--- src/rtl/scale_mux_arbiter.sv ---
// scale_mux_arbiter: round-robin, burst-limited owner of one scale_mux
// datapath, feeding a single-entry output register.
module scale_mux_arbiter #(
  parameter int WIDTH     = 8,
  parameter int MAX_BURST = 4
) (
  input  logic             i_clk,
  input  logic             i_rst,
  input  logic             i_a_valid,
  input  logic [WIDTH-1:0] i_a_data,
  output logic             o_a_ready,
  input  logic             i_b_valid,
  input  logic [WIDTH-1:0] i_b_data,
  output logic             o_b_ready,
  output logic             o_sel_a,
  output logic             o_valid,
  output logic [WIDTH-1:0] o_data,
  input  logic             i_ready
);

  localparam int CW =
    (MAX_BURST > 1) ? $clog2(MAX_BURST) : 1;
  localparam logic [CW-1:0] CNT_MAX =
    CW'(MAX_BURST - 1);

  typedef enum logic [1:0] {
    IDLE,
    GNT_A,
    GNT_B
  } state_t;

  state_t           state_q;
  logic             last_a_q;
  logic [CW-1:0]    cnt_q;
  logic             sel_a_q;
  logic             valid_q;
  logic [WIDTH-1:0] data_q;

  logic             can_load;
  logic             a_rdy;
  logic             b_rdy;
  logic             xfer_a;
  logic             xfer_b;
  logic             xfer;
  logic             at_limit;
  logic [CW-1:0]    cnt_inc;
  logic [WIDTH-1:0] mux_d;

  // The output slot can take a word when empty
  // or when its current word leaves this cycle.
  assign can_load = !valid_q || i_ready;
  assign a_rdy    = (state_q == GNT_A) && can_load;
  assign b_rdy    = (state_q == GNT_B) && can_load;
  assign xfer_a   = i_a_valid && a_rdy;
  assign xfer_b   = i_b_valid && b_rdy;
  assign xfer     = xfer_a || xfer_b;

  // Burst counter saturates at the limit; the
  // hand-over only happens when the other side waits.
  assign at_limit = (cnt_q == CNT_MAX);
  assign cnt_inc  = at_limit ? cnt_q
                             : cnt_q + 1'b1;

  // The shared scale_mux: sel=1 picks a.
  assign mux_d = sel_a_q ? i_a_data : i_b_data;

  // Ownership FSM: grant, burst count, last served.
  always_ff @(posedge i_clk) begin
    if (i_rst) begin
      state_q  <= IDLE;
      sel_a_q  <= 1'b0;
      cnt_q    <= '0;
      last_a_q <= 1'b0;
    end else begin
      if (xfer) begin
        last_a_q <= xfer_a;
      end
      unique case (state_q)
        IDLE: begin
          cnt_q <= '0;
          if (i_a_valid &&
              (!i_b_valid || !last_a_q)) begin
            state_q <= GNT_A;
            sel_a_q <= 1'b1;
          end else if (i_b_valid) begin
            state_q <= GNT_B;
            sel_a_q <= 1'b0;
          end
        end
        GNT_A: begin
          if (xfer_a && at_limit && i_b_valid) begin
            state_q <= GNT_B;
            sel_a_q <= 1'b0;
            cnt_q   <= '0;
          end else if (!i_a_valid) begin
            state_q <= i_b_valid ? GNT_B : IDLE;
            sel_a_q <= 1'b0;
            cnt_q   <= '0;
          end else if (xfer_a) begin
            cnt_q <= cnt_inc;
          end
        end
        GNT_B: begin
          if (xfer_b && at_limit && i_a_valid) begin
            state_q <= GNT_A;
            sel_a_q <= 1'b1;
            cnt_q   <= '0;
          end else if (!i_b_valid) begin
            state_q <= i_a_valid ? GNT_A : IDLE;
            sel_a_q <= i_a_valid;
            cnt_q   <= '0;
          end else if (xfer_b) begin
            cnt_q <= cnt_inc;
          end
        end
        default: begin
          state_q <= IDLE;
          sel_a_q <= 1'b0;
          cnt_q   <= '0;
        end
      endcase
    end
  end

  // Single-entry output register toward the consumer.
  always_ff @(posedge i_clk) begin
    if (i_rst) begin
      valid_q <= 1'b0;
      data_q  <= '0;
    end else if (xfer) begin
      valid_q <= 1'b1;
      data_q  <= mux_d;
    end else if (i_ready) begin
      valid_q <= 1'b0;
    end
  end

  assign o_a_ready = a_rdy;
  assign o_b_ready = b_rdy;
  assign o_sel_a   = sel_a_q;
  assign o_valid   = valid_q;
  assign o_data    = data_q;

endmodule

--- config.mk ---
export PLATFORM = sky130hd
export DESIGN_NAME = scale_mux_arbiter
export DESIGN_NICKNAME = d
export VERILOG_FILES = /design/src/rtl/scale_mux_arbiter.sv
export SDC_FILE = /design/constraint.sdc
export NUM_CORES = 1
export LEC_CHECK = 0
export ABC_CLOCK_PERIOD_IN_PS = 2200
export BUFFER_PORTS_ARGS = -buffer_cell sky130_fd_sc_hd__clkbuf_2
export CAP_MARGIN = 20
export CORE_AREA = 2 2 45 47
export CTS_CLUSTER_DIAMETER = 50
export DETAILED_ROUTE_END_ITERATION = 10
export DIE_AREA = 0 0 47 49
export HOLD_SLACK_MARGIN = 0.1
export PLACE_DENSITY = 0.72
export SLEW_MARGIN = 30
export SYNTH_ARGS = -nofsm -noshare
export SYNTH_HDL_FRONTEND = slang
export SYNTH_SLANG_ARGS = --single-unit
--- constraint.sdc ---
create_clock -name i_clk -period 2.2 [get_ports i_clk]
set_input_delay 0.22 -clock i_clk [delete_from_list [all_inputs] [get_ports i_clk]]
set_output_delay 0.22 -clock i_clk [all_outputs]
set_load 0.005 [all_outputs]
**Yosys cells after proc, flatten, opt, wreduce, memory -nomap -nowiden**

Index checks and enable logic that the tools add are counted.

- $add $sub $neg: 1
- Equal/unequal tests: 8
- Multiplexer cells: 27
- Reductions and logical operators: 19

Operators by type and width:

| kind | count |
|---|---|
| $mux 2 | 14 |
| $logic_and 1x1->1 | 9 |
| $mux 1 | 9 |
| $mux 8 | 1 |
| $ne 4x3->1 const B | 2 |
| $ne 3x2->1 const B | 2 |
| $pmux 2 s3 | 1 |
| $eq 2x2->1 const B | 2 |
| $pmux 2 s2 | 1 |
| $logic_not 1->1 | 3 |
| $logic_or 1x1->1 | 3 |
| $ne 3x3->1 const B | 1 |
| $pmux 1 s3 | 1 |
| $reduce_and 3->1 | 1 |
| $add 2x1->2 const B | 1 |
| $eq 2x1->1 const B | 1 |
| $logic_not 2->1 | 1 |
| $reduce_and 2->1 | 1 |
| $reduce_bool 2->1 | 1 |

- Bits in registers: 15
- Input bits: 21
- Output and inout port bits: 12
- Logic and storage cells: 61

**Logic depth before layout (Yosys ltp)**

Gate-level depths: netlist of the first run.

- Depth after elaboration: 8
- Mapped depth: 7
- Depth with buffers taken out: 6

**Least setup slack after synthesis of the first run**

No wires, ideal clock.

- Path type: register to register
- Start point: reg state_q[1]
- End point: reg state_q[0]
- Setup time: 0.084 ns
- Arrival: 1.505 ns
- Data required time: 2.116 ns
- Slack: 0.611 ns
- Cell stages (with the launch flop): 7
- Buffers on the path: 0
- Period minus slack after synthesis: 1.589 ns
- Cell sequence: dfxtp_1 > inv_1 > ha_1 > a22oi_2 > a21oi_2 > or3b_1 > o31ai_2

- Cells in the longest elaborated chain, start to end: 7
- Elaborated cells on any way between the ends: 18
- Those cells by class: eq/ne: 5; mux: 3; reduce/logical: 10

Ends and longest elaborated chain:

| element | line | text |
|---|---|---|
| from (decl) | 32 | `state_t state_q;` |
| from (signal assigned) | 96 | `state_q <= i_b_valid ? GNT_B : IDLE;` |
| from (signal assigned) | 109 | `state_q <= i_a_valid ? GNT_A : IDLE;` |
| $eq 2x2->1 or $eq 2x1->1 (tied branches) | 53, 78, 52 |  |
| $logic_and 1x1->1, on equally long branches | 53, 52 |  |
| $logic_and 1x1->1, on equally long branches | 55, 54 |  |
| $logic_and 1x1->1, on equally long branches (2 in series) | 104, 91 |  |
| $ne 3x2->1 (no source line), or another cell as far along | -- |  |
| $reduce_and 3->1 (no source line) or $pmux 2 s3 (tied branches) | -- |  |

Several ways; a longest one is shown, not always the timed one.
A chain may end at the register's enable or synchronous reset.

**Worst setup path after layout of the first run**

Ends and elaborated chain as after synthesis.

==> summary.txt, run 1 <==
Floorplan row count - 16
Power Total - 0.667 mW
Overall global routing resource usage - 15.2%
Sw Share - 30.3%
# Post-CTS Setup Buffers - 0
CTS Sinks - 15
# resized after CTS - 0
Register area share after synthesis - 39.4%
Crit path launch type - flop
Synth Net Count - 109
# IOs - 33
YS warnings - 0
RSZ-0062 raised after global routing - false
Seq pwr share - 49.8%
Minimum clock period - 1.75 ns
Clock slew at reported path FFs - 0.09 ns
Post-synth top cells - dfxtp_1 (15), nor2_1 (11), a211oi_1 (9)
IO Port Bufs - 32
Share of layout cells above drive strength 1 - 33.6%
Worst r2r src - state_q[1]
Switching power - 0.202 mW
Crit Path Category - flop to flop
Async set-reset flop share out of synthesis - 0%
WHS Path Cells - 3
Finished Core Util - 52.4%
Pwr Density - 691 mW/mm^2
Final-report hold violation count - 0
Slew Viols, Final - 0
Status - complete, no violations
Post-synth EDFFs - 0
CTS Buf Count - 3
Clock Skews - 0.00696 ns
Max-cap viol count - 0
Crit path DAT - 1.94 ns
Fin Hold WS - 0.255 ns
Count leader, synth - dfxtp_1
Placer congestion estimate - 0.792
Antenna cells - 0
Detailed Routing Iterations Pass 1 - 4
DRT Wirelength - 1550 um
Tcrit/Tclk final - 79.6%
Number of library cell types mapped by synthesis - 26
Clock root cell - clkbuf_4
Primary FF master, synth - dfxtp_1
Yosys top cell area share - 39.4%
Lkg Pwr - 0.410 nW
Clock power share - 22.7%
Nets@finish - 142
Vias per cell - 4.96
Longest Clk Path Bufs - 2
Die ar. - 0.00230 mm^2
Relative slew slack - 60.0%
Detailed placement HPWL - 1220 um
Vias in the first global route - 646
# hold bufs at CTS - 0
H-Tree Depth - 1
Hold Crit Start - i_b_data[5]
Logic pwr share - 27.5%
Worst hold path class - input port to flop
Largest net degree at the start of global routing - 17
Tightest Pin Transition - 0.600 ns
Area Growth Syn to Fin - 26.8%
CTS tree - yes
Core Area - 0.00184 mm^2
Non-Filler Instances - 143
Setup-failing EPs final - 0
Leading area contributor after synthesis - dfxtp_1
Via Count - 709
TNS Setup - 0 ns
First-pass GRT wire length - 2620 um
DRT iter0 DRCs - 11
Per-cell routed wire length - 10.9 um
Synth top area cells - dfxtp_1 (39%), mux2i_1 (11%), a211oi_1 (8.9%), ha_1 (6.6%), nor2_1 (5.4%)
Highest Clock Rate - 571 MHz
Antenna violations before repair - 0
Overflow after GRT - 0
Worst vdd ir - 0.388 mV
Die width - 47 um
DRC viols - 0
Starting Density - 41.4%
Avg Inst Size Synth - 9.07 um^2
Worst Path Required - 2.39 ns
Seq cells post-synth - 15
Pint - 0.465 mW
Post-placement cell count - 139
Die height - 49 um
Cells after Synth - 84
Critical Path Source - state_q[1]
R2R depth - 6
CP Capture Type - flop
Mapped cell area - 762 um^2
Skew-Pair Late Insertion Delay - 0.27 ns
Crit Path Max Fanout - 7
Antenna Nets Post-Route - 0
## worst max-delay path, stage by stage, from the launching register on
cell and delay, ns:
dfxtp_1 0.39, inv_1 0.08, ha_1 0.22, a22oi_2 0.27
a21oi_2 0.11, or3b_1 0.42, o31ai_2 0.17
## path summary, 6_finish.rpt
| kind | end | slack, ns |
|---|---|---|
| setup / recovery | state_q[0] | 0.45 |
| setup reg to reg | state_q[0] | 0.45 |
| hold reg to reg | o_data[1] | 0.50 |
| hold / removal | o_data[5] | 0.26 |
## flip-flops by register name, summed over array words and instances, names as in the netlist
name and cells:
o_valid 1, cnt_q 2, last_a_q 1, state_q 2, o_data 8, o_sel_a 1
## layout by cell type (no fill, tap or decap)
cell / n
mux2i_1: 8
clkbuf_1: 1
a211oi_1: 9
o31ai_2: 1
and4_1: 1
a21oi_1: 7
clkbuf_2: 32
nand2_1: 2
nor2_1: 11
and2_1: 2
or3b_1: 1
o2111ai_1: 1
o21ai_1: 2
dfxtp_1: 15
a2111o_1: 1
or3_1: 1
ha_1: 4
a22oi_1: 1
nand3_1: 1
o21ai_0: 1
nor2b_1: 1
a21oi_2: 1
nand2b_1: 3
nor2_2: 1
a22oi_2: 1
clkbuf_4: 3
inv_1: 4
## logic make-up (layout without fill, tap and decap cells)
group	after synthesis	count (layout)	synth area share (%)
buf+inv	8	40	4.10
simple gates	24	24	15.9
flops	15	15	39.4
mux	8	8	10.5
fa+ha+maj	4	4	6.57
compound gates	25	25	23.5
## routing by layer
layer | vias up | global-route usage [%] | part of all wire, %
li1 | 367 | - | -
met1 | 316 | 20.7 | 49
met2 | 24 | 23.5 | 45
met3 | 2 | 2.59 | 5.3
met4 | 0 | 5.56 | 0.58
met5 | - | 0 | 0
## power by group through the flow
stage / clock network, mW / logic [mW] / registers, mW
CTS: 0.156 / 0.186 / 0.333
detailed placement: 0 / 0.186 / 0.338
global route: 0.165 / 0.209 / 0.338
floorplan: 0 / 0.127 / 0.328
global placement: 0 / 0.181 / 0.337
finish: 0.152 / 0.183 / 0.332
## cell type report
class	instances	area, um^2
fillers	192	876
multi-input cells	61	430
flip-flops and latches	15	300
repair buffers	32	160
well taps	27	33.8
clock buffers	4	26.3
inverters	4	15.0
## stage by stage
stage | cell area, um^2 | setup slack (ns)
final | 966 | 0.449
after floorplan | 762 | 0.611
after detailed placement | 940 | 0.470
after global placement | 940 | 0.544
after CTS | 966 | 0.441
after global routing | 966 | 0.302
Power figures use the tool's default switching activity.
==> run 2: changes to the inputs <==
- ABC_AREA: not set -> 1
- ABC_CLOCK_PERIOD_IN_PS: 2200 -> 1680
- PLACE_DENSITY: 0.72 -> 0.75
- clock period: 2.2 -> 1.68 ns (I/O delays scaled with it)
==> run 2 against run 1 <==
Sequential power up 61%. Utilization up 2.4 points. Cell count up 30%. Area after synthesis up 6.4%. Flip-flop and latch count unchanged. Clock-buffer cell count down 1. Hold slack worse by 0.15 ns. Synthesized cell count up 50%. Register-to-register slack worse by 0.19 ns. Power up 92%. Critical path type unchanged. Critical endpoint is now o_data[1].
==> summary.txt, run 2 <==
Floorplan row count - 16 (unchanged)
Starting Density - 44.0% (+2.6 points)
# hold bufs at CTS - 0 (unchanged)
CTS Sinks - 15 (unchanged)
CP Capture Type - flop
Vias in the first global route - 699 (+8.2%)
Yosys top cell area share - 37.0% (-2.4 points)
Largest net degree at the start of global routing - 19 (+2)
Antenna cells - 0 (unchanged)
Longest Clk Path Bufs - 2 (unchanged)
Max reg flops - 8 (unchanged)
Worst hold path class - input port to flop
Setup-failing EPs final - 0 (unchanged)
Tcrit/Tclk final - 84.6% (+5.0 points)
Most common library cell in the layout ignoring fill and taps - nand2_1
Fill count - 198 (+3.1%)
Worst Path Required - 1.87 ns (-0.52 ns)
Detailed placement HPWL - 1330 um (+9.4%)
# resized after CTS - 0 (unchanged)
Antenna violations before repair - 0 (unchanged)
Relative slew slack - 66.7% (+6.7 points)
Status - complete, no violations
Placer congestion estimate - 0.856 (+8.1%)
Die ar. - 0.00230 mm^2 (unchanged)
TNS Setup - 0 ns (unchanged)
DRT Wirelength - 1660 um (+6.7%)
IO Port Bufs - 32 (unchanged)
Crit path launch type - flop
Family with the most delay on the worst path - simple AND/OR/NAND/NOR gates
Final-report hold violation count - 0 (unchanged)
Nets@finish - 185 (+30%)
Synth Net Count - 151 (+39%)
DRT iter0 DRCs - 3 (-8)
Async set-reset flop share out of synthesis - 0% (unchanged)
Synth top area cells - dfxtp_1 (37%), nand2_1 (15%), nor2_1 (10%), inv_1 (7.4%), ha_1 (6.2%)
Seq cells post-synth - 15 (unchanged)
RSZ-0062 raised after global routing - false
R2R depth - 8 (+2)
# IOs - 33 (unchanged)
Highest Clock Rate - 703 MHz (+23%)
Slew Viols, Final - 0 (unchanged)
Number of library cell types mapped by synthesis - 15 (-42%)
Crit Path Category - flop to flop
CTS tree - yes
First-pass GRT wire length - 2610 um (-0.53%)
Core Area - 0.00184 mm^2 (unchanged)
Clock root cell - clkbuf_4
Share of layout cells above drive strength 1 - 26.4% (-7.2 points)
Non-Filler Instances - 186 (+30%)
Via Count - 824 (+16%)
Die width - 47 um (unchanged)
Post-synth top cells - nand2_1 (33), nor2_1 (22), inv_1 (16)
DRC viols - 0 (unchanged)
Cells along the critical path - inv_1 > ha_1 > nand2_1 > nand2_2 > nand2_2 > inv_2 > nor2_1 > nor2_1
WHS Endpoint - state_q[1]
Lkg Pwr - 0.533 nW (+30%)
Area Growth Syn to Fin - 24.7%
Commonest cells after routing, fill and taps aside - nand2_1 (33), clkbuf_2 (32), nor2_1 (22), inv_1 (16), dfxtp_1 (15)
Multi-input logic area - 425 um^2 (-1.2%)
Clock Skews - 0.00287 ns (-0.00410 ns)
Crit Path Max Fanout - 11 (+4)
Primary FF master, synth - dfxtp_1
CP max stage delay - 0.39 ns (-0.03 ns)
Detailed Routing Iterations Pass 1 - 2 (-2)
Slowest CP cell - dfxtp_1
CTS Buf Count - 3 (unchanged)
Minimum clock period - 1.42 ns (-0.329 ns)
Count leader, synth - nand2_1
FF/Latch Area - 300 um^2 (unchanged)
Antenna Nets Post-Route - 0 (unchanged)
# Post-CTS Setup Buffers - 0 (unchanged)
Cells after Synth - 126 (+50%)
YS warnings - 0 (unchanged)
Avg Inst Size Synth - 6.43 um^2 (-29%)
Register area share after synthesis - 37.0% (-2.4 points)
WHS Path Cells - 2 (-1)
Post-placement cell count - 182 (+31%)
Per-cell routed wire length - 8.90 um (-18%)
Pwr Density - 1270 mW/mm^2 (+84%)
Mapped cell area - 811 um^2 (+6.4%)
Crit path buffers/inverters - 2 (+1)
Worst vdd ir - 0.695 mV (+79%)
Leading area contributor after synthesis - dfxtp_1
Die height - 49 um (unchanged)
Post-synth EDFFs - 0 (unchanged)
Max-cap viol count - 0 (unchanged)
Hold Crit Start - i_rst
Reg2reg end - o_data[1]
Overflow after GRT - 0 (unchanged)
H-Tree Depth - 1 (unchanged)
Worst r2r src - state_q[0]
Crit path DAT - 1.61 ns (-0.33 ns)
Setup slack, reg-to-reg - 0.26 ns (-0.19 ns)
Clock slew at reported path FFs - 0.09 ns (about the same)
Tightest Pin Transition - 0.499 ns (-0.100 ns)
Skew-Pair Late Insertion Delay - 0.29 ns (+0.02 ns)
Vias per cell - 4.43 (-11%)
Overall global routing resource usage - 15.4% (+0.18 points)
## run 2: cell count changes after synthesis, sizes merged, moves of 2 or more
cell    change
nand2b      -3
a21oi       -3
a211oi      -9
nand2      +35
nor2       +11
and2        -2
a22oi       -2
clkbuf      -3
nand3       +3
buf         +2
inv        +13
o21ai      +14
mux2i       -8
## run 2: layout make-up
cell class                      count  share of cell area (%)
Clock buffer                        3                    2.23
Clock inverter                      1                   0.495
Inverter                           17                    6.31
Multi-Input combinational cell     91                    42.1
Sequential cell                    15                    29.7
Tap cell                           27                    3.34
Timing Repair Buffer               32                    15.8
## run 2: routing by layer
metal | vias up | GRT usage [%] | routed length, um
li1 | 455 | - | -
met1 | 347 | 17.4 | 739
met2 | 17 | 26.3 | 805
met3 | 5 | 3.33 | 70
met4 | 0 | 6.94 | 41
met5 | - | 0 | 0
## run 2: stage by stage
step | setup slack (ns) | instance area (um^2) | hold WS (ns) | utilization [%] | power, mW
after floorplan | 0.478 | 811 | 0.235 | - | 0.920
after global placement | 0.338 | 983 | 0.420 | 53.4 | 1.07
after detailed placement | 0.266 | 983 | 0.427 | 53.4 | 1.09
after CTS | 0.250 | 1010 | 0.115 | 54.9 | 1.30
after global routing | 0.0936 | 1010 | 0.124 | 54.9 | 1.40
final | 0.258 | 1010 | 0.109 | 54.9 | 1.28
## run 2: worst max-delay path by stage
stage                    start         to  cells after the start
floorplan           state_q[0]   last_a_q                      8
global placement    state_q[0]  o_data[3]                      8
detailed placement  state_q[0]  o_data[1]                      8
CTS                 state_q[0]  o_data[1]                      8
global route        state_q[0]  o_data[5]                      8
finish              state_q[0]  o_data[1]                      8
## run 2: power breakdown
part | internal (mW) | switching, mW
logic | 0.230 | 0.304
clock network | 0.0886 | 0.125
registers | 0.451 | 0.0827
total | 0.770 | 0.512
## run 2: worst register-to-register path, delay by kind of cell (launching register included)
family        cells  cell delay (ns)
simple gates      5             0.51
buf+inv           2             0.20
fa+ha+maj         1             0.23
flops             1             0.39
## run 2: cell families after synthesis
logic type | share of synthesized area [%]
fa+ha+maj | 6.17
flops | 37.0
compound gates | 13.6
buf+inv | 10.5
simple gates | 32.7
